## src/rtl/display_mode_scheduler.sv

```systemverilog
// Display mode scheduler: picks which mode datapath owns the 2x16 LCD
// (mode button, alarm override, idle timeout). It snapshots that mode's two
// text lines on a refresh schedule or whenever the shown mode changes.
// Each snapshot is offered to the LCD driver over a valid/ready handshake,
// and the offered lines stay frozen until the driver accepts them.
module display_mode_scheduler #(
  parameter int NUM_MODES  = 4,
  parameter int ALARM_MODE = 3,
  parameter int REFRESH_MS = 100,
  parameter int TIMEOUT_MS = 10000
) (
  input  logic         clk_1kHz,
  input  logic         i_rst_n,
  input  logic         i_btn_mode,
  input  logic         i_alarm_req,
  input  logic [511:0] i_mode_line1,
  input  logic [511:0] i_mode_line2,
  input  logic         i_lcd_ready,
  output logic [1:0]   o_mode,
  output logic [127:0] o_line1,
  output logic [127:0] o_line2,
  output logic         o_lcd_valid
);

  localparam int REF_W = (REFRESH_MS > 1) ? $clog2(REFRESH_MS) : 1;
  localparam int TMO_W = (TIMEOUT_MS > 1) ? $clog2(TIMEOUT_MS) : 1;

  localparam logic [REF_W-1:0] REF_LAST   = REF_W'(REFRESH_MS - 1);
  localparam logic [TMO_W-1:0] TMO_LAST   = TMO_W'(TIMEOUT_MS - 1);
  localparam logic [1:0]       MODE_LAST  = 2'(NUM_MODES - 1);
  localparam logic [1:0]       ALARM_IDX  = 2'(ALARM_MODE);
  localparam logic [127:0]     BLANK_LINE = {16{8'h20}};

  typedef enum logic [1:0] {
    ST_IDLE  = 2'd0,
    ST_LOAD  = 2'd1,
    ST_OFFER = 2'd2
  } state_e;

  // Registered state
  state_e             state_q, state_d;
  logic               btn_q;
  logic               alarm_q;
  logic [1:0]         user_mode_q, user_mode_d;
  logic [1:0]         mode_q, mode_d;
  logic [REF_W-1:0]   refresh_q, refresh_d;
  logic [TMO_W-1:0]   timeout_q, timeout_d;
  logic               pending_q, pending_d;
  logic               lcd_valid_q, lcd_valid_d;
  logic [127:0]       line1_q, line1_d;
  logic [127:0]       line2_q, line2_d;

  // Combinational helpers
  logic               press_s;
  logic               alarm_fall_s;
  logic               timeout_hit_s;
  logic               user_trig_s;
  logic               refresh_wrap_s;
  logic               trigger_s;
  logic               clear_pending_s;
  logic [127:0]       sel_line1_s;
  logic [127:0]       sel_line2_s;

  // A press is a rising level on the raw button; the alarm raw level gates it
  // so that an alarm arriving on the same edge as a press wins.
  assign press_s       = i_btn_mode & ~btn_q;
  assign alarm_fall_s  = alarm_q & ~i_alarm_req;
  assign timeout_hit_s = (user_mode_q != 2'd0) & ~i_alarm_req & (timeout_q == TMO_LAST);

  // User mode stepping and idle timeout; a press always beats a timeout
  always_comb begin
    user_mode_d = user_mode_q;
    timeout_d   = timeout_q;
    user_trig_s = 1'b0;
    if (press_s) begin
      timeout_d = '0;
      if (i_alarm_req) begin
        user_mode_d = user_mode_q;
      end else begin
        user_mode_d = (user_mode_q == MODE_LAST) ? 2'd0 : (user_mode_q + 2'd1);
        user_trig_s = 1'b1;
      end
    end else if (timeout_hit_s) begin
      user_mode_d = 2'd0;
      timeout_d   = '0;
      user_trig_s = 1'b1;
    end else if (user_mode_q == 2'd0) begin
      timeout_d = '0;
    end else if (!i_alarm_req) begin
      timeout_d = timeout_q + TMO_W'(1);
    end else begin
      // alarm active: idle count is paused, not cleared
      timeout_d = timeout_q;
    end
  end

  // Displayed mode follows the registered alarm level, otherwise the user mode
  always_comb begin
    if (alarm_q) begin
      mode_d = ALARM_IDX;
    end else begin
      mode_d = user_mode_q;
    end
  end

  // Free-running refresh divider; its wrap requests a periodic snapshot
  always_comb begin
    refresh_wrap_s = (refresh_q == REF_LAST);
    if (refresh_wrap_s) begin
      refresh_d = '0;
    end else begin
      refresh_d = refresh_q + REF_W'(1);
    end
  end

  // Any reason to redraw collapses into the single pending flag
  assign trigger_s = user_trig_s | alarm_fall_s | (mode_d != mode_q) | refresh_wrap_s;

  // Line pair of the currently displayed mode
  always_comb begin
    case (mode_q)
      2'd0:    begin sel_line1_s = i_mode_line1[127:0];   sel_line2_s = i_mode_line2[127:0];   end
      2'd1:    begin sel_line1_s = i_mode_line1[255:128]; sel_line2_s = i_mode_line2[255:128]; end
      2'd2:    begin sel_line1_s = i_mode_line1[383:256]; sel_line2_s = i_mode_line2[383:256]; end
      2'd3:    begin sel_line1_s = i_mode_line1[511:384]; sel_line2_s = i_mode_line2[511:384]; end
      default: begin sel_line1_s = i_mode_line1[127:0];   sel_line2_s = i_mode_line2[127:0];   end
    endcase
  end

  // Snapshot FSM next state and registered handshake outputs
  always_comb begin
    state_d         = state_q;
    lcd_valid_d     = lcd_valid_q;
    line1_d         = line1_q;
    line2_d         = line2_q;
    clear_pending_s = 1'b0;
    case (state_q)
      ST_IDLE: begin
        if (pending_q) begin
          state_d = ST_LOAD;
        end else begin
          state_d = ST_IDLE;
        end
      end
      ST_LOAD: begin
        line1_d         = sel_line1_s;
        line2_d         = sel_line2_s;
        lcd_valid_d     = 1'b1;
        clear_pending_s = 1'b1;
        state_d         = ST_OFFER;
      end
      ST_OFFER: begin
        if (lcd_valid_q && i_lcd_ready) begin
          lcd_valid_d = 1'b0;
          state_d     = ST_IDLE;
        end else begin
          state_d = ST_OFFER;
        end
      end
      default: begin
        lcd_valid_d = 1'b0;
        state_d     = ST_IDLE;
      end
    endcase
  end

  // A trigger in the same cycle as LOAD must survive the clear
  always_comb begin
    if (trigger_s) begin
      pending_d = 1'b1;
    end else if (clear_pending_s) begin
      pending_d = 1'b0;
    end else begin
      pending_d = pending_q;
    end
  end

  // Input samplers, user/displayed mode and counters
  always_ff @(posedge clk_1kHz) begin
    if (!i_rst_n) begin
      btn_q       <= 1'b0;
      alarm_q     <= 1'b0;
      user_mode_q <= 2'd0;
      mode_q      <= 2'd0;
      refresh_q   <= '0;
      timeout_q   <= '0;
    end else begin
      btn_q       <= i_btn_mode;
      alarm_q     <= i_alarm_req;
      user_mode_q <= user_mode_d;
      mode_q      <= mode_d;
      refresh_q   <= refresh_d;
      timeout_q   <= timeout_d;
    end
  end

  // Snapshot FSM state, pending flag and offered snapshot
  always_ff @(posedge clk_1kHz) begin
    if (!i_rst_n) begin
      state_q     <= ST_IDLE;
      pending_q   <= 1'b1;
      lcd_valid_q <= 1'b0;
      line1_q     <= BLANK_LINE;
      line2_q     <= BLANK_LINE;
    end else begin
      state_q     <= state_d;
      pending_q   <= pending_d;
      lcd_valid_q <= lcd_valid_d;
      line1_q     <= line1_d;
      line2_q     <= line2_d;
    end
  end

  assign o_mode      = mode_q;
  assign o_line1     = line1_q;
  assign o_line2     = line2_q;
  assign o_lcd_valid = lcd_valid_q;

endmodule
```

## config.mk

```make
export PLATFORM = sky130hd
export DESIGN_NAME = display_mode_scheduler
export DESIGN_NICKNAME = d
export VERILOG_FILES = /design/src/rtl/display_mode_scheduler.sv
export SDC_FILE = /design/constraint.sdc
export NUM_CORES = 1
export LEC_CHECK = 0
export ABC_AREA = 1
export CAP_MARGIN = 20
export CORE_AREA = 2 2 509 511
export CTS_BUF_LIST = sky130_fd_sc_hd__clkbuf_8 sky130_fd_sc_hd__clkbuf_16
export DETAILED_ROUTE_END_ITERATION = 10
export DIE_AREA = 0 0 511 513
export PLACE_DENSITY = 0.35
export SLEW_MARGIN = 20
export SYNTH_ARGS = -nofsm -noshare
export SYNTH_HDL_FRONTEND = slang
export SYNTH_SLANG_ARGS = --single-unit
export TNS_END_PERCENT = 50
```

## constraint.sdc

```tcl
create_clock -name clk_1kHz -period 1.25 [get_ports clk_1kHz]
set_input_delay 0.375 -clock clk_1kHz [delete_from_list [all_inputs] [get_ports clk_1kHz]]
set_output_delay 0.375 -clock clk_1kHz [all_outputs]
set_load 0.1 [all_outputs]
```

Word-level counts from Yosys, hierarchy flattened
Index checks and enable logic that the tools add are counted.

Bitwise gates (word level): 11. Equality and inequality tests: 11. Mux-type cells: 16. Magnitude comparators: 0. Add/sub/neg operators: 3. Shift operators: 0. Divide/modulo/power cells: 0. $mul: 0. Reductions and logical operators: 11.

Operators with widths (count): 128-bit one-hot mux with 4 select lines (2); 14-bit by 1-bit adder with 14-bit output, second input constant (1); 14-bit equality test, second input constant (1); 2-bit 2-to-1 mux (6); 2-bit equality test, second input constant (4); 7-bit by 1-bit adder with 7-bit output, second input constant (1); 7-bit equality test, second input constant (1); 2-bit logical NOT (3); 1-bit 2-to-1 mux (6); 2-bit one-hot mux with 3 select lines (1); 1-bit bitwise AND (4); 2-bit by 1-bit equality test with 1-bit output, second input constant (2); 2-bit inequality test, second input constant (2); 1-bit inverter (4); 2-bit AND reduction (2); 2-bit nonzero test (2); 2-bit OR reduction (2); 4-bit OR reduction (1); 1-bit OR (3); 1-bit one-hot mux with 3 select lines (1); 2-bit by 1-bit adder with 2-bit output, second input constant (1); 2-bit inequality test (1); 1-bit logical AND (1).

Bits of input ports: 1029. Latch bits: 0. Output and inout port bits: 259. Bits in registers: 287. Memory bits (read-only): 0. Memories: 0. RAM bits: 0. Word-level logic and storage cells: 63.

Longest topological paths before layout
Gate-level depths: netlist (run 1).

Depth in word-level cells: 9. Gate-level depth with buffers: 10. Gate-level depth less buffers: 10.

Worst setup path before layout (run 1)
No wires, ideal clock.

Path type: register to register. Start point: register mode_q[0] (netlist: o_mode[0]). End point: register line1_q[100] (netlist: o_line1[100]). Stages on the path, launching flop included: 7. Setup time: 81 ps. Slack: -712 ps. Clock period less this slack: 1962 ps. Path buffers: 2. Data required time: 1169 ps. Arrival time: 1882 ps. Cell sequence: dfxtp_1 -> nand2_1 -> inv_2 -> buf_4 -> buf_2 -> nand2_1 -> a41oi_1.

Cells in the longest elaborated chain, start to end: 2. Elaborated cells between the ends (all ways): 5. Classes of those cells: 3 x eq/ne; 1 x mux; 1 x reduce/logical.

Ends and longest elaborated chain: start: declaration (RTL line 45) `logic [1:0] mode_q, mode_d;`; start signal: assignment (RTL line 191) `mode_q <= mode_d;`; 2-bit equality test (tied with other cells) (RTL line 121) `case (mode_q)`; 128-bit one-hot mux with 4 select lines * (RTL line 121); end signal: assignment (RTL line 209) `line1_q <= line1_d;`; end: declaration (RTL line 50) `logic [127:0] line1_q, line1_d;`.

Every way passes the cells marked *; elsewhere a longest branch is shown, timed or not. A chain may end at the register's enable or synchronous reset.

Worst setup path in the final report (run 1)
Start point: register mode_q[0] (netlist: o_mode[0]). End point: output port o_mode[0].

RTL lines: end: declaration (RTL line 19) `output logic [1:0] o_mode,`.

No word-level cell between the ends.

==> results of run 1 <==
sequential cells by signal (all words and copies together), names as in the netlist, 2 cells and up:
name,cells
timeout_q,14
user_mode_q,2
refresh_q,7
o_line2,128
o_line1,128
state_q,2
o_mode,2
tightest hold or removal path: stages:
cell	delay, ps
buf_6	130
buf_4	180
nand2_1	70
inv_1	30
cell type report:
| class | instances | area [um2] | share of cell area |
|---|---|---|---|
| timing repair buffer | 1582 | 19000 | 0.468 |
| timing repair inverter | 2 | 17.5 | 0.000430 |
| clock inverter | 21 | 204 | 0.00501 |
| sequential | 287 | 6300 | 0.155 |
| multi-input combinational | 1803 | 9140 | 0.224 |
| inverter | 59 | 262 | 0.00642 |
| clock buffer | 64 | 1430 | 0.0352 |
| tap | 3384 | 4230 | 0.104 |
| antenna | 31 | 77.6 | 0.00191 |
timing repair:
item | CTS | global route
cloned | 3 | 14
buffers inserted | 15 | 13
pin swaps | 2 | 9
resized for setup | 324 | 126
endpoints found under the setup margin | 539 | 540
where the power goes:
group / leakage (nW) / internal [mW] / switching (mW)
clock: 0.848 / 8.75 / 5.81
combinational: 11.1 / 10.6 / 16.7
sequential: 2.46 / 10.7 / 1.80
total: 14.4 / 30.1 / 24.3
cell usage after synthesis, drive strengths merged:
cell	instances	area, um2
o21ai	236	1180
xnor2	1	8.76
inv	59	221
nor3b	2	15.0
nand4	5	31.3
xor2	4	35.0
nor2	91	359
o21bai	1	7.51
nand3	94	475
ha	4	50.1
dfxtp	287	5750
nand2	855	3220
nor3	8	45.0
clkbuf	58	219
buf	140	733
a22oi	1	7.51
a21oi	322	1610
a41oi	177	1550
and3	2	12.5
layer usage:
| layer | global-route usage | vias up | wire [um] |
|---|---|---|---|
| met2 | 0.251 | 1227 | 98500 |
| li1 | - | 11026 | - |
| met1 | 0.157 | 11520 | 76200 |
| met5 | 0 | - | 277 |
| met4 | 0.0377 | 40 | 6320 |
| met3 | 0.0742 | 265 | 24400 |
path summary, 6_finish.rpt:
kind	end	slack [ps]
setup / recovery	o_mode[0]	-470
hold / removal	btn_q$_SDFF_PN0_	200
hold reg to reg	refresh_q[3]$_SDFF_PP0_	490
setup reg to reg	o_line2[77]$_SDFFE_PN1P_	-460
through the flow:
step / worst slack (ps) / util / cells
floorplan: -120 / - / 2347
global route: -539 / 0.159 / 7217
global placement: -721 / 0.144 / 7072
CTS: -535 / 0.155 / 7175
finish: -466 / 0.159 / 7233
detailed placement: -738 / 0.144 / 7072
cells by family (layout without fill, tap and decap cells):
logic type                 count (synthesis)  in the layout
AOI/OAI and AO/OA                        737            737
xor gates and xnor gates                   5              5
adders and majority gates                  4              4
buffers and inverters                    257           1728
DFF                                      287            287
other                                      0             31
and+or+nand+nor                         1057           1057
==> impl_results.md, run 1 <==
- Fill cells: 28955
- Gr ovfl total: 0
- Synth Area in Adders: 0.00322
- WS Path Type: reg2out
- Critical Path Source: o_mode[0]$_SDFF_PN0_
- Largest net degree at the start of global routing: 63
- Syn. warnings: 0
- Crit path DAT: 1340 ps
- Ports: 1288
- Antenna-violating nets left: 0
- Routability cong.: 0.929
- Number of CTS-inserted buffers: 47
- Fmax: 583 MHz
- Die width: 511 um
- Starting DRT DRC Count: 1442
- Register area share after synthesis: 0.370
- Initial cell density of the core: 0.0606
- Die height: 513 um
- Design Area, Final: 40700 um2
- R2R cell count: 8
- Post-Synthesis Cells: 2347
- Placeable Area: 256000 um2
- Area of the die: 262000 um2
- Worst hold margin: 196 ps
- Vias: 24078
- Worst-path clk slew: 50 ps
- Peak supply drop: 0.000923 V
- First-pass GRT wire length: 253000 um
- Clk_skew: 32.1 ps
- Synth cell types: 31
- Via/cell ratio: 3.33
- Root Buffer: clkbuf_16
- Pwr Density: 1340 nW/um2
- Delay-heaviest family, CP: flip-flops
- Initial antenna violation count: 94
- Post-DP HPWL: 171000 um
- CTS max path bufs: 3
- Worst endpoint required time: 880 ps
- H-tree depth: 2
- Post-route minimum period: 1720 ps
- DRC: 0
- Xor/xnor share of the synthesized area: 0.00282
- Synth Cell Area: 15500 um2
- Most frequent cells in the layout: clkdlybuf4s50_1, nand2_1, buf_12
- Cell breakdown of the critical path: buf_6, buf_12
- Endpoint class of the critical path: output pin
- Failing checks: negative setup slack
- WP buf/inv: 2
- #FFs+latches synth: 287
- Clk sinks: 287
- Max Cap Violations: 0
- # hold bufs at CTS: 0
- Post-Syn Nets: 3380
- Compound-gate portion of the synthesized area: 0.281
- Final hold viol count: 0
- Main combinational cell family by area after synthesis: compound AO/OA/AOI/OAI gates
- Slew @ Worst Pin: 457 ps
- Vias in the first global route: 24648
- CP max stage delay: 380 ps
- Unrepaired setup endpoints after global routing: yes
- Min-Delay Path Class: in2reg
- Outcome: finished, violations left
- Avg Cell Area, Syn: 6.62 um2
- Depth of the worst hold-timing path: 4
- Std-Cell Rows: 186
- TritonCTS clock tree: built
- Min-delay src: i_rst_n
- Reg2Reg Launch Point: o_mode[0]$_SDFF_PN0_
- Final worst slack: -466 ps
- Area grow syn2layout: 162%
- Power consumption: 54.5 mW
- Ratio of cells with drive above 1 in the final layout: 0.249
- CP max FO: 4
- Input/output buffers: 1287
- DRT Pass-1 Iters: 5
- Mux share of post-synthesis cell area: 0
- Wire per inst: 28.4 um
- Total global-route track usage: 0.146
- Post-synthesis simple-gate area fraction: 0.268
- Final wirelength: 206000 um
- Max Slew Vio Count: 0
- CP startpoint kind: flip-flop
- TNS Setup: -180550 ps
- Slowest CP cell: dfxtp_4
- Most common cell after layout, fill and taps aside: clkdlybuf4s50_1
- Nets: 4815
- Tcrit/Tclk final: 1.37
- Static Leak: 14.4 nW
- Slew HR: 0.695
- Placed cell areas: 37000 um2
- Skew-Pair Late Insertion Delay: 670 ps
- CP Depth: 2
- Final setup fails: 539
No activity file was read; power rests on OpenSTA's default activity.
==> run 2: changes to the inputs <==
SLEW_MARGIN = unset   (was 20)
==> results of run 2 <==
Final layout, timing and power as in run 1 (identical DEF).
==> patch 1 (settings of run 2) <==
Re-encode `state_e` (3 states) as one-hot, 3 bits wide.
--- a/src/rtl/display_mode_scheduler.sv
+++ b/src/rtl/display_mode_scheduler.sv
@@ -32,8 +32,8 @@
   localparam logic [127:0]     BLANK_LINE = {16{8'h20}};
 
-  typedef enum logic [1:0] {
-    ST_IDLE  = 2'd0,
-    ST_LOAD  = 2'd1,
-    ST_OFFER = 2'd2
+  typedef enum logic [2:0] {
+    ST_IDLE  = 3'b001,
+    ST_LOAD  = 3'b010,
+    ST_OFFER = 3'b100
   } state_e;
 
Formal check against the unedited RTL: same outputs for any inputs over 4 cycles, from zero or initial values and one cycle with i_rst_n low; so few cycles prove little.
==> patch 1 against run 2 <==
  * The flow still finishes with violations (setup timing)
  * Via count grew 2.5%
  * Setup slack worse by 0.076 ns
  * Wire length decreased by 2.9%
  * Utilization is 1.0 points higher
  * Clock power decreased by 3%
  * Power down 13%
  * Area after synthesis increased by 1.6%
  * Non-clock buffer count is 38 higher
  * Maximum frequency shrank 4.2%
  * Design area increased by 6.5%
  * Sequential cell count grew 1
  * Highest routed layer unchanged
==> patch 1: results (changes against run 2) <==
* Status: finished with violations
* Failing checks: setup timing
* Synth warnings at 0 (unchanged)
* Top cells by area, synth: dfxtp_1 (37%), nand2_1 (19%), a21oi_1 (18%)
* CP Max Fanout at 8 (+4)
* Global-route wire length before repair at 246.3 mm (-2.6%)
* Total track usage at 14.04% (-0.55 points)
* Clk_lat worst skew at ~0.68 ns
* H-tree depth at 2 (unchanged)
* Sequential area share after synthesis at 36.56% (-0.44 points)
* Drt via density at 3.345 (+0.48%)
* Worst min path class: in2reg
* Initial antenna violation count at 88 (-6.4%)
* Maximum VDD drop at 955.3 µV (+3.5%)
* Fin Clk Skew at 0.03617 ns (+0.004043 ns)
* Fin. Hold Viols at 0 (unchanged)
* Asr flop ratio synth at 0% (unchanged)
* Yosys cell types at 29 (-6.5%)
* Initial DRT Pass Iterations at 5 (unchanged)
* Global placer's final weighted congestion at 0.9523 (+2.6%)
* Port-buffer cells at 1287 (unchanged)
* Top cells by count, synth: nand2_1 (809), a21oi_1 (558), dfxtp_1 (288)
* Fillers at 28770 (-0.64%)
* DP HPWL at 163.6 mm (-4.4%)
* Fraction of layout cells with a size suffix above 1 at 30.85% (+6.0 points)
* Finished Layout Cells at 7376 (+2.0%)
* Net Sw Frac at 42.11% (-2.6 points)
* Top cell family by delay on the critical path: buffers and inverters
* Vias in the first global route at 24970 (+1.3%)
* Clock Path Buffers at 3 (unchanged)
* Clk root buf: clkbuf_16
* 1st-iter DRT viols at 1332 (-7.6%)
* Pins Over Slew Limit at 0 (unchanged)
* Max-slew headroom at 64.75% (-4.8 points)
* Clock transition at path regs at 0.07 ns (+0.02 ns)
* Syn_area_per_cell at 6.403 µm² (-3.2%)
* Largest net degree at the start of global routing at 52 (-17%)
* Number of buffers created by CTS at 47 (unchanged)
* WL/cell at 27.09 µm (-4.8%)
* CP Data Arrival Time at 2.32 ns (+0.98 ns)
* # placed instances at 7194 (+1.7%)
* Post-route setup slack at -0.5411 ns (-0.07550 ns)
* Layout net count at 4967 (+3.2%)
* CP max stage delay at 0.36 ns (-0.02 ns)
* # setup viols final at 535 (-0.74%)
* Pleak at 15.81 nW (+10%)
* Mapped Nets at 3496 (+3.4%)
* Max stage delay cell, worst path: dfxtp_4
patch 1: path summary, 6_finish.rpt:
| kind | startpoint | endpoint | slack, ns | depth (start not counted) |
|---|---|---|---|---|
| worst min-delay path | i_rst_n | o_mode[1] | 0.15 | 4 |
| worst min register to register | refresh_q[4] | refresh_q[4] | 0.48 | 2 |
| worst max-delay path | o_mode[1] | o_line1[33] | -0.54 | 11 |
| worst max register to register | o_mode[1] | o_line1[33] | -0.54 | 11 |
patch 1: repair_timing:
| item | CTS | global route |
|---|---|---|
| pin swaps | 15 | 111 |
| gates cloned | 9 | 23 |
| endpoints found under the setup margin | 535 | 541 |
| gates resized for setup | 259 | 588 |
| buffers inserted | 29 | 35 |
patch 1: area by class of cell:
cell class                 count  share of cell area (%)
multi-input combinational   1937                   25.85
clock inverter                24                  0.5512
antenna                       25                  0.1443
timing repair buffer        1620                   46.21
sequential                   288                   13.97
tap                         3384                   9.766
clock buffer                  58                   3.088
inverter                      40                  0.4242
patch 1: worst register-to-register path, delay by kind of cell, from the launching register on:
kind / cells / cell delay, ns
DFF: 1 / 0.36
AOI/OAI and AO/OA: 2 / 0.27
buffers and inverters: 6 / 0.87
and+or+nand+nor: 3 / 0.16
patch 1: power groups by stage:
stage,clock network (W),logic [W],registers [W]
floorplan,0,0.00275,0.0171
global placement,0,0.0205,0.0115
detailed placement,0,0.0204,0.0115
CTS,0.0149,0.0211,0.0113
global route,0.0151,0.0231,0.0114
finish,0.0142,0.0221,0.0113
patch 1: logic make-up after synthesis:
logic type	synth area share, %
buffers and inverters	6.791
adders and majority gates	0.3173
and+or+nand+nor	30.04
xor gates and xnor gates	0.2222
DFF	36.56
AOI/OAI and AO/OA	26.08
patch 1: through the flow:
| step | hold WS [ns] | worst slack, ns | util, % | setup TNS (ns) | cell area [µm²] |
|---|---|---|---|---|---|
| 2_1_floorplan | 0.4176 | -0.1572 | - | -50.90 | 15920 |
| 3_3_place_gp | 0.4718 | -0.7883 | 14.65 | -133.46 | 37530 |
| 3_5_place_dp | 0.4697 | -0.7839 | 14.65 | -134.32 | 37530 |
| 4_1_cts | 0.04610 | -0.5833 | 15.78 | -243.72 | 40440 |
| 5_1_grt | 0.09820 | -0.6060 | 16.91 | -248.52 | 43330 |
| 6_report | 0.1504 | -0.5411 | 16.92 | -201.78 | 43360 |
patch 1: per-layer routing:
| metal | up-vias | track usage (%) | share of wire, % |
|---|---|---|---|
| met5 | - | 0 | 0.063 |
| met4 | 20 | 3.337 | 2.7 |
| met3 | 252 | 4.899 | 8.5 |
| met2 | 1204 | 23.54 | 47 |
| met1 | 11840 | 17.03 | 42 |
| li1 | 11360 | - | - |
==> patch 2 (config.mk and constraints of run 2) <==
Without the edit above. Change the parameter `TIMEOUT_MS` from 10000 to 5000.
--- a/src/rtl/display_mode_scheduler.sv
+++ b/src/rtl/display_mode_scheduler.sv
@@ -8,5 +8,5 @@
   parameter int ALARM_MODE = 3,
   parameter int REFRESH_MS = 100,
-  parameter int TIMEOUT_MS = 10000
+  parameter int TIMEOUT_MS = 5000
 ) (
   input  logic         clk_1kHz,
Behaviour: no difference found for any inputs over 4 cycles, from zero or initial values and one cycle with i_rst_n low; that may be too few to reach the edited logic, so the function may still have changed.
==> patch 2 against run 2 <==
  * The run still ends with setup timing left
  * Power fell by 0.42%
  * Sequential cell count is 1 lower
  * Area after synthesis is 0.85% higher
  * Die area unchanged
  * Wire length increased by 6.7%
  * Synthesized cell count decreased by 1.8%
  * Clock skew up 0.0020 ns
  * Utilization grew 0.85 points
  * Count of clock-buffer cells in the layout down 13
  * Design area rose by 5.3%
  * Setup slack worse by 0.060 ns
  * Critical endpoint is now o_line2[123]
==> patch 2: results (changes against run 2) <==
* Global placer's final weighted congestion at 0.9152 (-1.4%)
* Hold path endpoint: o_lcd_valid
* Failing checks: setup timing
* Number of buffers created by CTS at 45 (-4.3%)
* Initial antenna violation count at 141 (+50%)
* Initial DRT Pass Iterations at 5 (unchanged)
* Vias in the first global route at 24960 (+1.3%)
* Status: finished with violations
* Top cell family by delay on the critical path: buffers and inverters
* Layout net count at 4867 (+1.1%)
* 1st-iter DRT viols at 1502 (+4.2%)
* WL final at 219.6 mm (+6.7%)
* Clk_lat worst skew at 0.65 ns (-0.02 ns)
* CP Data Arrival Time at 2.33 ns (+0.99 ns)
* Worst r2r src: o_mode[0]
* Pwr/cell area at 1264 nW/µm² (-5.5%)
* DP Area at 37490 µm² (+1.3%)
* # setup viols final at 539 (unchanged)
* Top cells by area, synth: dfxtp_1 (37%), nand2_1 (19%), a21oi_1 (9.6%)
* Top cells by count, synth: nand2_1 (797), a21oi_1 (301), dfxtp_1 (286)
* Largest net degree at the start of global routing at 55 (-13%)
* Global-route wire length before repair at 261.2 mm (+3.3%)
* Post-route setup slack at -0.5259 ns (-0.06036 ns)
* Max-slew headroom at 74.12% (+4.6 points)
* CP max stage delay at 0.35 ns (-0.03 ns)
* Maximum VDD drop at 1159 µV (+26%)
* Fraction of layout cells with a size suffix above 1 at 29.18% (+4.3 points)
* Mapped Nets at 3338 (-1.2%)
* DP HPWL at 177.0 mm (+3.4%)
* Sequential area share after synthesis at 36.56% (-0.44 points)
* Fin Clk Skew at 0.03408 ns (+0.001955 ns)
* CP Max Fanout at 8 (+4)
* Yosys cell types at 30 (-3.2%)
* Ys flop type: dfxtp_1
* Total track usage at 15.13% (+0.54 points)
* Reg2reg path depth at 9 (+1)
* End of the worst register-to-register path: o_line2[123]
* Pre-CTS WS at -0.5656 ns (+0.1725 ns)
* Hold Slack at 0.2238 ns (+0.02795 ns)
patch 2: cell count changes after synthesis, sizes merged, moves of 2 or more:
cell | run 2 | this run
nand2 | 855 | 798
a21oi | 322 | 301
inv | 59 | 46
o21ai | 236 | 306
xor2 | 4 | 6
a41oi | 177 | 182
nor2 | 91 | 63
nand3 | 94 | 96
clkbuf | 58 | 68
nand4 | 5 | 1
buf | 140 | 133
patch 2: layer usage:
metal / up-vias / GRT usage [%] / share of wire, %
met5: - / 0 / 0.32
met4: 110 / 2.797 / 2.5
met3: 323 / 8.728 / 12
met2: 1352 / 24.93 / 46
met1: 11820 / 16.91 / 39
li1: 11170 / - / -
patch 2: kinds of logic after synthesis:
family	share of synthesized area, %
AND/OR/NAND/NOR	24.49
AO/OA/AOI/OAI	30.62
flip-flops	36.56
buffers and inverters	7.670
XOR/XNOR	0.3356
adder cells (fa/ha/maj)	0.3196
patch 2: final cells by class:
| type | instances | area, µm² |
|---|---|---|
| Antenna cell | 33 | 82.58 |
| Clock buffer | 51 | 1231 |
| Clock inverter | 27 | 202.7 |
| Fill cell | 28760 | 213300 |
| Inverter | 46 | 222.7 |
| Multi-Input combinational cell | 1772 | 10210 |
| Sequential cell | 286 | 6032 |
| Tap cell | 3384 | 4234 |
| Timing Repair Buffer | 1681 | 20650 |
| Timing Repair inverter | 2 | 17.52 |
patch 2: stage by stage:
| stage | std cells | setup TNS (ns) |
|---|---|---|
| after floorplan | 2305 | -69.24 |
| after global placement | 7060 | -116.14 |
| after detailed placement | 7060 | -119.23 |
| after CTS | 7167 | -226.94 |
| after global routing | 7254 | -239.41 |
| final | 7282 | -195.03 |
patch 2: repair_timing:
action,CTS,global route
gates resized for setup,295,268
pin swaps,5,30
cloned,11,40
setup buffers,18,48
endpoints found under the setup margin,539,539
hold buffers,0,0
patch 2: power breakdown:
part           switching (W)  internal, W
Sequential           0.00166       0.0106
Clock                0.00560      0.00757
Combinational         0.0174       0.0114
patch 2: how the worst max path moves through the flow:
stage,cells after the start,slack [ns],end,from
after floorplan,7,-0.27,o_line1[31],o_mode[1]
after global placement,8,-0.61,timeout_q[12],i_alarm_req
after detailed placement,7,-0.57,timeout_q[6],i_alarm_req
after CTS,2,-0.60,o_mode[1],o_mode[1]
after global routing,11,-0.59,o_line2[21],o_mode[0]
final,9,-0.53,o_line2[123],o_mode[0]
patch 2: worst reg2reg max path, delay by kind of cell, from the launching register on:
family	cells	cell delay (ns)
AO/OA/AOI/OAI	2	0.26
buffers and inverters	6	0.93
flip-flops	1	0.35
AND/OR/NAND/NOR	1	0.17
